[config.mk]
export PLATFORM = sky130hd
export DESIGN_NAME = fir_filter_mc
export DESIGN_NICKNAME = d
export VERILOG_FILES = /design/src/rtl/fir_mc_pkg.sv /design/src/rtl/fir_filter_mc_round_sat.sv /design/src/rtl/fir_filter_mc.sv
export SDC_FILE = /design/constraint.sdc
export NUM_CORES = 2
export LEC_CHECK = 0
export ABC_AREA = 1
export BUFFER_PORTS_ARGS = -buffer_cell sky130_fd_sc_hd__buf_4
export CAP_MARGIN = 20
export CORE_AREA = 5 5 290 292
export CTS_CLUSTER_DIAMETER = 80
export DETAILED_ROUTE_END_ITERATION = 7
export DIE_AREA = 0 0 295 297
export PLACE_DENSITY = 0.77
export SYNTH_ARGS = -nofsm -noshare
export SYNTH_HDL_FRONTEND = slang
export SYNTH_SLANG_ARGS = --single-unit
[constraint.sdc]
create_clock -name clk -period 6.2 [get_ports clk]
set_clock_uncertainty 0.1 [all_clocks]
set_input_delay 0.31 -clock clk [delete_from_list [all_inputs] [get_ports clk]]
set_output_delay 0.31 -clock clk [all_outputs]
set_load 0.01 [all_outputs]
[src/rtl/fir_mc_pkg.sv]
// Shared types, default coefficient table and width/limit helpers for the
// time-multiplexed multichannel FIR filter.
package fir_mc_pkg;

    typedef enum logic [1:0] {
        IDLE = 2'd0,
        MAC  = 2'd1,
        DONE = 2'd2
    } state_t;

    localparam int DEFAULT_TABLE_NTAP = 16;

    // Symmetric low-pass table; only the first half is stored, the rest mirrors it.
    function automatic int default_coef(int ntap, int idx);
        int m;
        if (ntap != DEFAULT_TABLE_NTAP) begin
            return 0;
        end
        m = (idx < 8) ? idx : (15 - idx);
        case (m)
            0:       return 311;
            1:       return 469;
            2:       return 917;
            3:       return 1582;
            4:       return 2352;
            5:       return 3091;
            6:       return 3671;
            7:       return 3990;
            default: return 0;
        endcase
    endfunction

    function automatic int acc_w(int din_w, int coef_w, int ntap);
        return din_w + coef_w + $clog2(ntap);
    endfunction

    function automatic longint sat_max(int dout_w);
        return (longint'(1) <<< (dout_w - 1)) - 1;
    endfunction

    function automatic longint sat_min(int dout_w);
        return -(longint'(1) <<< (dout_w - 1));
    endfunction

endpackage

[src/rtl/fir_filter_mc_round_sat.sv]
// Output conditioning: round half up, arithmetic shift right, clamp to the
// signed output range and report whether clamping happened.
module fir_round_sat
    import fir_mc_pkg::*;
#(
    parameter int ACC_W  = 34,
    parameter int SHIFT  = 14,
    parameter int DOUT_W = 16
) (
    input  logic signed [ACC_W-1:0]  acc,
    output logic signed [DOUT_W-1:0] dout,
    output logic                     sat
);

    localparam logic signed [ACC_W:0] HALF  = (ACC_W+1)'(longint'(1) <<< (SHIFT - 1));
    localparam logic signed [ACC_W:0] MAX_V = (ACC_W+1)'(sat_max(DOUT_W));
    localparam logic signed [ACC_W:0] MIN_V = (ACC_W+1)'(sat_min(DOUT_W));

    // One guard bit so adding the rounding constant can never wrap.
    logic signed [ACC_W:0] rounded;
    logic signed [ACC_W:0] shifted;

    always_comb begin
        rounded = {acc[ACC_W-1], acc} + HALF;
        shifted = rounded >>> SHIFT;
        sat     = 1'b0;
        dout    = shifted[DOUT_W-1:0];
        if (shifted > MAX_V) begin
            dout = MAX_V[DOUT_W-1:0];
            sat  = 1'b1;
        end else if (shifted < MIN_V) begin
            dout = MIN_V[DOUT_W-1:0];
            sat  = 1'b1;
        end
    end

endmodule

[src/rtl/fir_filter_mc.sv]
// Multichannel FIR: one shared MAC walks NTAP taps per sample, with a circular
// delay line per channel and a runtime-writable coefficient bank.
module fir_filter_mc
    import fir_mc_pkg::*;
#(
    parameter int NTAP   = 16,
    parameter int NCH    = 2,
    parameter int DIN_W  = 14,
    parameter int COEF_W = 16,
    parameter int DOUT_W = 16,
    parameter int SHIFT  = 14,
    localparam int CH_W   = (NCH > 1) ? $clog2(NCH) : 1,
    localparam int ADDR_W = $clog2(NTAP)
) (
    input  logic                     clk,
    input  logic                     n_rst,
    input  logic signed [DIN_W-1:0]  din,
    input  logic [CH_W-1:0]          din_ch,
    input  logic                     din_valid,
    output logic                     din_ready,
    input  logic                     coef_we,
    input  logic [ADDR_W-1:0]        coef_addr,
    input  logic signed [COEF_W-1:0] coef_wdata,
    output logic                     coef_err,
    output logic signed [DOUT_W-1:0] dout,
    output logic [CH_W-1:0]          dout_ch,
    output logic                     dout_valid,
    output logic                     sat_flag
);

    localparam int ACC_W  = acc_w(DIN_W, COEF_W, NTAP);
    localparam int PROD_W = DIN_W + COEF_W;

    state_t state_reg, state_next;

    logic [ADDR_W-1:0]        tap_reg;
    logic [ADDR_W-1:0]        rd_idx_reg;
    logic [CH_W-1:0]          ch_reg;
    logic signed [ACC_W-1:0]  acc_reg;
    logic                     coef_err_reg;
    logic signed [DOUT_W-1:0] dout_reg;
    logic [CH_W-1:0]          dout_ch_reg;
    logic                     dout_valid_reg;
    logic                     sat_reg;

    logic                     ch_ok;
    logic                     addr_ok;
    logic                     start;
    logic                     coef_ok;
    logic signed [PROD_W-1:0] prod;
    logic signed [DOUT_W-1:0] rs_dout;
    logic                     rs_sat;

    logic signed [DIN_W-1:0]  ch_sample [NCH];
    logic [ADDR_W-1:0]        ch_ptr    [NCH];
    logic signed [COEF_W-1:0] coef_val  [NTAP];

    // Extra MSB keeps the range checks meaningful when NCH/NTAP are powers of two.
    assign ch_ok   = {1'b0, din_ch} < (CH_W+1)'(NCH);
    assign addr_ok = {1'b0, coef_addr} < (ADDR_W+1)'(NTAP);

    assign din_ready = (state_reg == IDLE);
    assign start     = din_ready && din_valid && ch_ok;
    assign coef_ok   = coef_we && (state_reg == IDLE) && addr_ok;

    genvar gi;

    // Per-channel circular delay line; the pointer marks the next write slot.
    for (gi = 0; gi < NCH; gi++) begin : gen_ch
        logic signed [DIN_W-1:0] line_reg [NTAP];
        logic [ADDR_W-1:0]       ptr_reg;
        logic                    wr_en;

        assign wr_en = start && (din_ch == CH_W'(gi));

        always_ff @(posedge clk or negedge n_rst) begin
            if (!n_rst) begin
                ptr_reg <= '0;
                for (int t = 0; t < NTAP; t++) begin
                    line_reg[t] <= '0;
                end
            end else if (wr_en) begin
                line_reg[ptr_reg] <= din;
                ptr_reg <= (ptr_reg == ADDR_W'(NTAP - 1)) ? '0 : ptr_reg + 1'b1;
            end
        end

        assign ch_sample[gi] = line_reg[rd_idx_reg];
        assign ch_ptr[gi]    = ptr_reg;
    end

    for (gi = 0; gi < NTAP; gi++) begin : gen_tap
        logic signed [COEF_W-1:0] coef_reg;

        always_ff @(posedge clk or negedge n_rst) begin
            if (!n_rst) begin
                coef_reg <= COEF_W'(default_coef(NTAP, gi));
            end else if (coef_ok && (coef_addr == ADDR_W'(gi))) begin
                coef_reg <= coef_wdata;
            end
        end

        assign coef_val[gi] = coef_reg;
    end

    always_comb begin
        state_next = state_reg;
        case (state_reg)
            IDLE:    if (start) state_next = MAC;
            MAC:     if (tap_reg == ADDR_W'(NTAP - 1)) state_next = DONE;
            DONE:    state_next = IDLE;
            default: state_next = IDLE;
        endcase
    end

    assign prod = ch_sample[ch_reg] * coef_val[tap_reg];

    // rd_idx starts on the freshly written slot and walks backwards in time.
    always_ff @(posedge clk or negedge n_rst) begin
        if (!n_rst) begin
            state_reg  <= IDLE;
            tap_reg    <= '0;
            rd_idx_reg <= '0;
            ch_reg     <= '0;
            acc_reg    <= '0;
        end else begin
            state_reg <= state_next;
            if (start) begin
                ch_reg     <= din_ch;
                rd_idx_reg <= ch_ptr[din_ch];
                tap_reg    <= '0;
                acc_reg    <= '0;
            end else if (state_reg == MAC) begin
                acc_reg    <= acc_reg + ACC_W'(prod);
                tap_reg    <= tap_reg + 1'b1;
                rd_idx_reg <= (rd_idx_reg == '0) ? ADDR_W'(NTAP - 1) : rd_idx_reg - 1'b1;
            end
        end
    end

    always_ff @(posedge clk or negedge n_rst) begin
        if (!n_rst) begin
            coef_err_reg <= 1'b0;
        end else if (coef_we && !coef_ok) begin
            coef_err_reg <= 1'b1;
        end
    end

    fir_round_sat #(
        .ACC_W  (ACC_W),
        .SHIFT  (SHIFT),
        .DOUT_W (DOUT_W)
    ) u_round_sat (
        .acc  (acc_reg),
        .dout (rs_dout),
        .sat  (rs_sat)
    );

    always_ff @(posedge clk or negedge n_rst) begin
        if (!n_rst) begin
            dout_reg       <= '0;
            dout_ch_reg    <= '0;
            dout_valid_reg <= 1'b0;
            sat_reg        <= 1'b0;
        end else begin
            dout_valid_reg <= (state_reg == DONE);
            if (state_reg == DONE) begin
                dout_reg    <= rs_dout;
                dout_ch_reg <= ch_reg;
                sat_reg     <= rs_sat;
            end
        end
    end

    assign coef_err   = coef_err_reg;
    assign dout       = dout_reg;
    assign dout_ch    = dout_ch_reg;
    assign dout_valid = dout_valid_reg;
    assign sat_flag   = sat_reg;

endmodule
* Yosys cells after proc, flatten, opt, wreduce, memory -nomap -nowiden
Cells that the tools add are included.
** Storage, ports and cells
- Register bits :: 777
- Latch bits :: 0
- Memory bits (writable) :: 0
- Memory bits (read-only) :: 0
- Input bits :: 39
- Output and inout bits :: 21
- Logic and storage cells :: 172
- Memories kept :: 0
** Operators by class
- $add $sub $neg :: 6
- $mul :: 1
- Div/mod/pow operators :: 0
- Order comparisons :: 10
- Equality and inequality tests :: 22
- Shift-type cells :: 0
- Muxes and demuxes :: 37
- Bitwise operators :: 7
- Reductions and logical operators :: 29
** Operator list (number)
- bitwise mux 224 bit :: 2
- 2-to-1 mux 14 bit :: 9
- binary-select mux 14 bit (select 4 bit) :: 2
- demux 14 bit (select 4 bit) :: 2
- 2-to-1 mux 34 bit :: 2
- binary-select mux 16 bit (select 4 bit) :: 1
- 2-to-1 mux 16 bit :: 4
- == test 4 bit (second input constant) :: 11
- 2-to-1 mux 4 bit :: 10
- adder 34 x 15 -> 35 bit (second input constant) :: 1
- adder 34 x 30 -> 34 bit :: 1
- multiplier 14 x 16 -> 30 bit :: 1
- logical AND 1 bit :: 23
- greater-than comparator 21 x 16 -> 1 bit (second input constant) :: 1
- less-than comparator 21 x 16 -> 1 bit (second input constant) :: 1
- greater-or-equal comparator 5 bit (second input constant) :: 4
- inverter 4 -> 5 bit :: 4
- == test 4 x 3 -> 1 bit (second input constant) :: 4
- adder 4 x 1 -> 4 bit (second input constant) :: 3
- less-than comparator 5 x 1 -> 1 bit (second input constant) :: 2
- == test 4 x 2 -> 1 bit (second input constant) :: 2
- zero test 4 bit :: 2
- == test 4 x 1 -> 1 bit (second input constant) :: 1
- greater-or-equal comparator 2 bit (second input constant) :: 2
- 14 further kinds :: 17

* Depth between registers and ports, before layout
- Word-level depth :: 11
- Mapped depth :: 36

* Cells and area by module
From an unflattened synthesis, not the netlist that was laid out.
** Unflattened totals
- Cells, all modules :: 5764
- Area, all modules :: 47292.9 um^2
** By module, submodules not included
- fir_filter_mc :: times used 1, cells each 5619, area an instance 46503.4 um^2, seq. area each 19566.3 um^2
- fir_round_sat :: times used 1, cells each 145, area an instance 789.5 um^2, seq. area each 0.0 um^2

* Least setup slack after synthesis
Ideal clock, no wire load.
- Path type :: register to register
- Start point :: register tap_reg[0]
- End point :: register acc_reg[25]
- Setup time :: 0.126 ns
- Data arrival time :: 6.601 ns
- Data required time :: 5.974 ns
- Setup slack :: -0.628 ns
- Stages on the path, launching flop included :: 33
- Cell sequence :: dfrtp_1 > buf_2 > inv_2 > buf_6 > buf_2 > nor2_1 > o211ai_1 > nand3_1 > nand3_1 > buf_2 > nand3_1 > inv_1 > fa_1 > inv_1 > fa_1 > inv_1 > fa_1 > fa_1 > fa_1 > inv_1 > fa_1 > inv_1 > ha_1 > nand2_1 > nor2_1 > inv_1 > nor2_1 > inv_1 > or2_2 > nand3_1 > nand2_1 > nand2_1 > o21ai_0
** On the way
- Word-level cells in the longest chain between the ends :: 8
** RTL lines
- start, declared :: line fir_filter_mc.sv:36 : logic [ADDR_W-1:0] tap_reg;
- start signal, assigned :: line fir_filter_mc.sv:135 : tap_reg <= tap_reg + 1'b1;
- inverter 4 -> 5 bit (not written as such) :: line fir_filter_mc.sv:116 : assign prod = ch_sample[ch_reg] * coef_val[tap_reg];
- binary-select mux 16 bit (select 4 bit) :: line fir_filter_mc.sv:116
- 2-to-1 mux 16 bit (not written as such) (2 in a row) :: line fir_filter_mc.sv:116
- multiplier 14 x 16 -> 30 bit :: line fir_filter_mc.sv:116
- adder 34 x 30 -> 34 bit :: line fir_filter_mc.sv:134 : acc_reg <= acc_reg + ACC_W'(prod);
- 2-to-1 mux 34 bit :: line fir_filter_mc.sv:133 : end else if (state_reg == MAC) begin
- 2-to-1 mux 34 bit :: line fir_filter_mc.sv:128 : if (start) begin
- end signal, assigned :: line fir_filter_mc.sv:134
- end, declared :: line fir_filter_mc.sv:39 : logic signed [ACC_W-1:0] acc_reg;
No other way between the ends. The select of a mux whose other input is x is not followed.
A chain may end at the register's enable or synchronous reset.

* Final worst setup path
- Start point :: register rd_idx_reg[0]
- End point :: register acc_reg[32]
** On the way
- Word-level cells in the longest chain between the ends :: 11
- Elaborated cells between the ends (all ways) :: 14
- Classes of those cells :: 1 x add/sub; 1 x mul; 11 x mux; 1 x bitwise
** RTL lines
- start, declared :: line fir_filter_mc.sv:37 : logic [ADDR_W-1:0] rd_idx_reg;
- start signal, assigned :: line fir_filter_mc.sv:130 : rd_idx_reg <= ch_ptr[din_ch];
- start signal, assigned :: line fir_filter_mc.sv:136 : rd_idx_reg <= (rd_idx_reg == '0) ? ADDR_W'(NTAP - 1) : rd_idx_reg - 1'b1;
- inverter 4 -> 5 bit (not written as such) (*) :: line fir_filter_mc.sv:88 : assign ch_sample[gi] = line_reg[rd_idx_reg];
- binary-select mux 14 bit (select 4 bit) :: line fir_filter_mc.sv:88
- 2-to-1 mux 14 bit (not written as such) (2 in a row) :: line fir_filter_mc.sv:88
- 2-to-1 mux 14 bit (not written as such) (*) (3 in a row) :: line fir_filter_mc.sv:116
- multiplier 14 x 16 -> 30 bit (*) :: line fir_filter_mc.sv:116
- adder 34 x 30 -> 34 bit (*) :: line fir_filter_mc.sv:134
- 2-to-1 mux 34 bit (*) :: line fir_filter_mc.sv:133
- 2-to-1 mux 34 bit (*) :: line fir_filter_mc.sv:128
Mark *: on every way between the ends. The rest lies on a longest branch, timed or not. The select of a mux whose other input is x is not followed.

==> impl_metrics.yaml <==
clock_tree:
  cts.sinks: 777
  clk_path_buf_depth: 3
  clkSlewWorstSetupHoldPaths_ns: 0.06
  root_buffer: "clkbuf_16"
  htreeDepth: 3
  clk_latency_ns: 0.66
  tritoncts: "built"
  numCtsBuffers: 83
worst_setup_path:
  worst_ep_required_time_ns: 6.65
  crit_path_max_incr_delay_ns: 0.55
  cpMostUsedCell: "fa_1"
  cp.arrival_ns: 7.51
  start_kind: "flop"
  crit_slowest_cell: "dfrtp_4"
  crit_type: "flop to flop"
  crit_path_end_kind: "flop"
  cp_max_fo: 7
die:
  rows: 105
  core_area_sq_um: 81300
  chipHeight_microns: 297
  dieWidth_microns: 295
  die_area_sq_um: 87600
  start_util_pct: 57.5
  pin_count: 60
global_routing:
  grt_max_degree: 164
  grt_pass1_wl_microns: 232000
  grt_antenna_before_repair: 1
  globalRouteTotalUtil_pct: 33.2
  grt_overflow: 0
  grt_pass1_vias: 42100
synthesis:
  synth_ff_type: "dfrtp_1"
  postSynthCellCount: 5634
  ys_seq_area_share_pct: 41.9
  synth_edf_count: 0
  synth_fp_nets: 6063
  synthArstFlopShare_pct: 100
  synth_area_sq_um: 46700
  syn_area_per_cell_sq_um: 8.30
  yosys_register_bits: 777
  yosys_warnings: 0
  synthDistinctLibCells: 58
timing:
  finalSetupViolCount: 27
  slew-limit-headroom_pct: 23.1
  drv_slew: 0
  max_freq_mhz: 142
  rsz0062_at_grt: "yes"
  hold_viol_final: 0
  worstMarginPinSlew_ns: 1.15
  fin_crit_ns: 7.06
  finalCritPeriodShare_pct: 114
  setup_ws_ns: -0.862
detailed_routing:
  antenna_left: 0
  first_iter_violations: 4696
  routed_wl_microns: 150000
  drc: 1
  viasPerCell: 5.96
  dr_total_vias: 42300
  dr.pass1.iters: 8
  wl_per_cell_microns: 21.1
final_layout:
  num-nets-final: 6394
  area_growth_pct: 21.5
  drive_gt1_share_pct: 20.5
  largest_register_ffs: 448
  fillers: 5907
placement:
  pre_cts_slack_ns: -1.06
  port_buffers: 59
  dp_hpwl_microns: 96700
  gp_congestion: 0.999
outcome:
  status: "complete, but fails checks"
  violations: "DRC, setup timing"
run:
  drv_cap: 0
worst_hold_path:
  hold_path_class: "input pin to flop"
==> logic make-up (layout without fill, tap and decap cells) <==
group           Yosys count  after routing  synth area share, %
compound gates         1501           1501                 16.9
flops                   777            777                 41.9
other cells               0              1                    0
simple gates           1859           1859                 16.4
fa+ha+maj               390            390                 15.0
xor+xnor                 24             24                0.450
buf+inv                1083           1479                 9.43
==> cell usage in the layout, fill, tap and decap left out, types with 77 or more instances in the layout <==
master	instances
nand2_1	1010
clkbuf_16	90
nand3_1	160
inv_1	662
dfstp_2	98
o21ai_0	870
o21ai_1	77
nor2_1	457
fa_1	270
a21oi_1	334
buf_4	458
dfrtp_1	675
==> layout make-up <==
class / instances / area, sq um / area share, %
Multi-Input combinational cell: 3774 / 24600 / 43.4
Sequential cell: 777 / 19600 / 34.5
Timing Repair Buffer: 594 / 5580 / 9.83
Inverter: 734 / 2820 / 4.97
Clock buffer: 121 / 2390 / 4.21
Tap cell: 1070 / 1340 / 2.36
Clock inverter: 29 / 423 / 0.745
Timing Repair inverter: 1 / 8.76 / 0.0154
Antenna cell: 1 / 2.50 / 0.00441
==> synthesized netlist by cell type (9+ instances only) <==
master	instances	area, sq um
dfrtp_1	679	17000
fa_1	283	5670
nor3_1	9	45.0
inv_1	718	2700
clkbuf_1	191	717
o21ai_0	960	4800
o211ai_1	24	180
nor2_1	498	1870
nand3_1	216	1080
o21ai_1	9	45.0
buf_2	115	576
inv_2	12	45.0
o22ai_1	40	250
dfstp_2	98	2570
xor2_1	17	149
buf_6	13	146
nand3_2	12	120
nand2_1	1059	3980
o221ai_1	42	368
buf_4	25	188
ha_1	107	1340
a21oi_1	389	1950
nor2_2	20	125
==> path summary, 6_finish.rpt <==
path	startpoint	cells past startpoint	slack [ns]	endpoint
worst max-delay path	rd_idx_reg[0]	32	-0.86	acc_reg[32]
worst min-delay path	din[13]	3	0.02	gen_ch[1].line_reg[97]
worst max register to register	rd_idx_reg[0]	32	-0.86	acc_reg[32]
worst min register to register	dout[13]	2	0.38	dout[13]
max in group asynchronous	n_rst	3	4.19	tap_reg[0]
min in group asynchronous	n_rst	2	0.17	gen_ch[0].line_reg[43]
==> worst max-delay path, delay by kind of cell (launching register included) <==
family          cells  cell delay (ns)
fa+ha+maj           7             3.39
buf+inv            12             1.43
simple gates       10             1.01
flops               1             0.55
compound gates      3             0.46
==> per-stage QoR <==
stage                     instances  utilization [%]  hold WS (ns)  area (sq um)  setup TNS, ns
final                          7101             69.8        0.0206         56800         -17.59
after global placement         6834             62.6         0.315         50900         -21.27
after detailed placement       6835             62.6         0.314         50900         -23.25
after floorplan                5634                -       -0.0856         47200          -2.03
after global routing           7101             69.8        0.0251         56800         -22.43
after CTS                      7030             67.6       0.00330         55000         -13.17
==> layer usage <==
metal / routed length (microns) / GRT usage [%] / vias up
met1: 57700 / 45.5 / 20500
met2: 69500 / 51.9 / 2523
li1: - / - / 18800
met5: 0 / 0 / -
met4: 6840 / 13.9 / 0
met3: 16000 / 7.00 / 503
==> what timing repair did <==
action                     in CTS  in global routing
buffers inserted               26                 48
hold endpoints to repair      211                  0
setup endpoints to repair      28                 28
hold buffers                   16                  0
pin swaps                      55                146
resized for setup             221                303
gates cloned                    3                  6
Power is left out: the tool's default activity adds up to more than one toggle a clock period on the data nets, which glitch-free logic cannot reach.
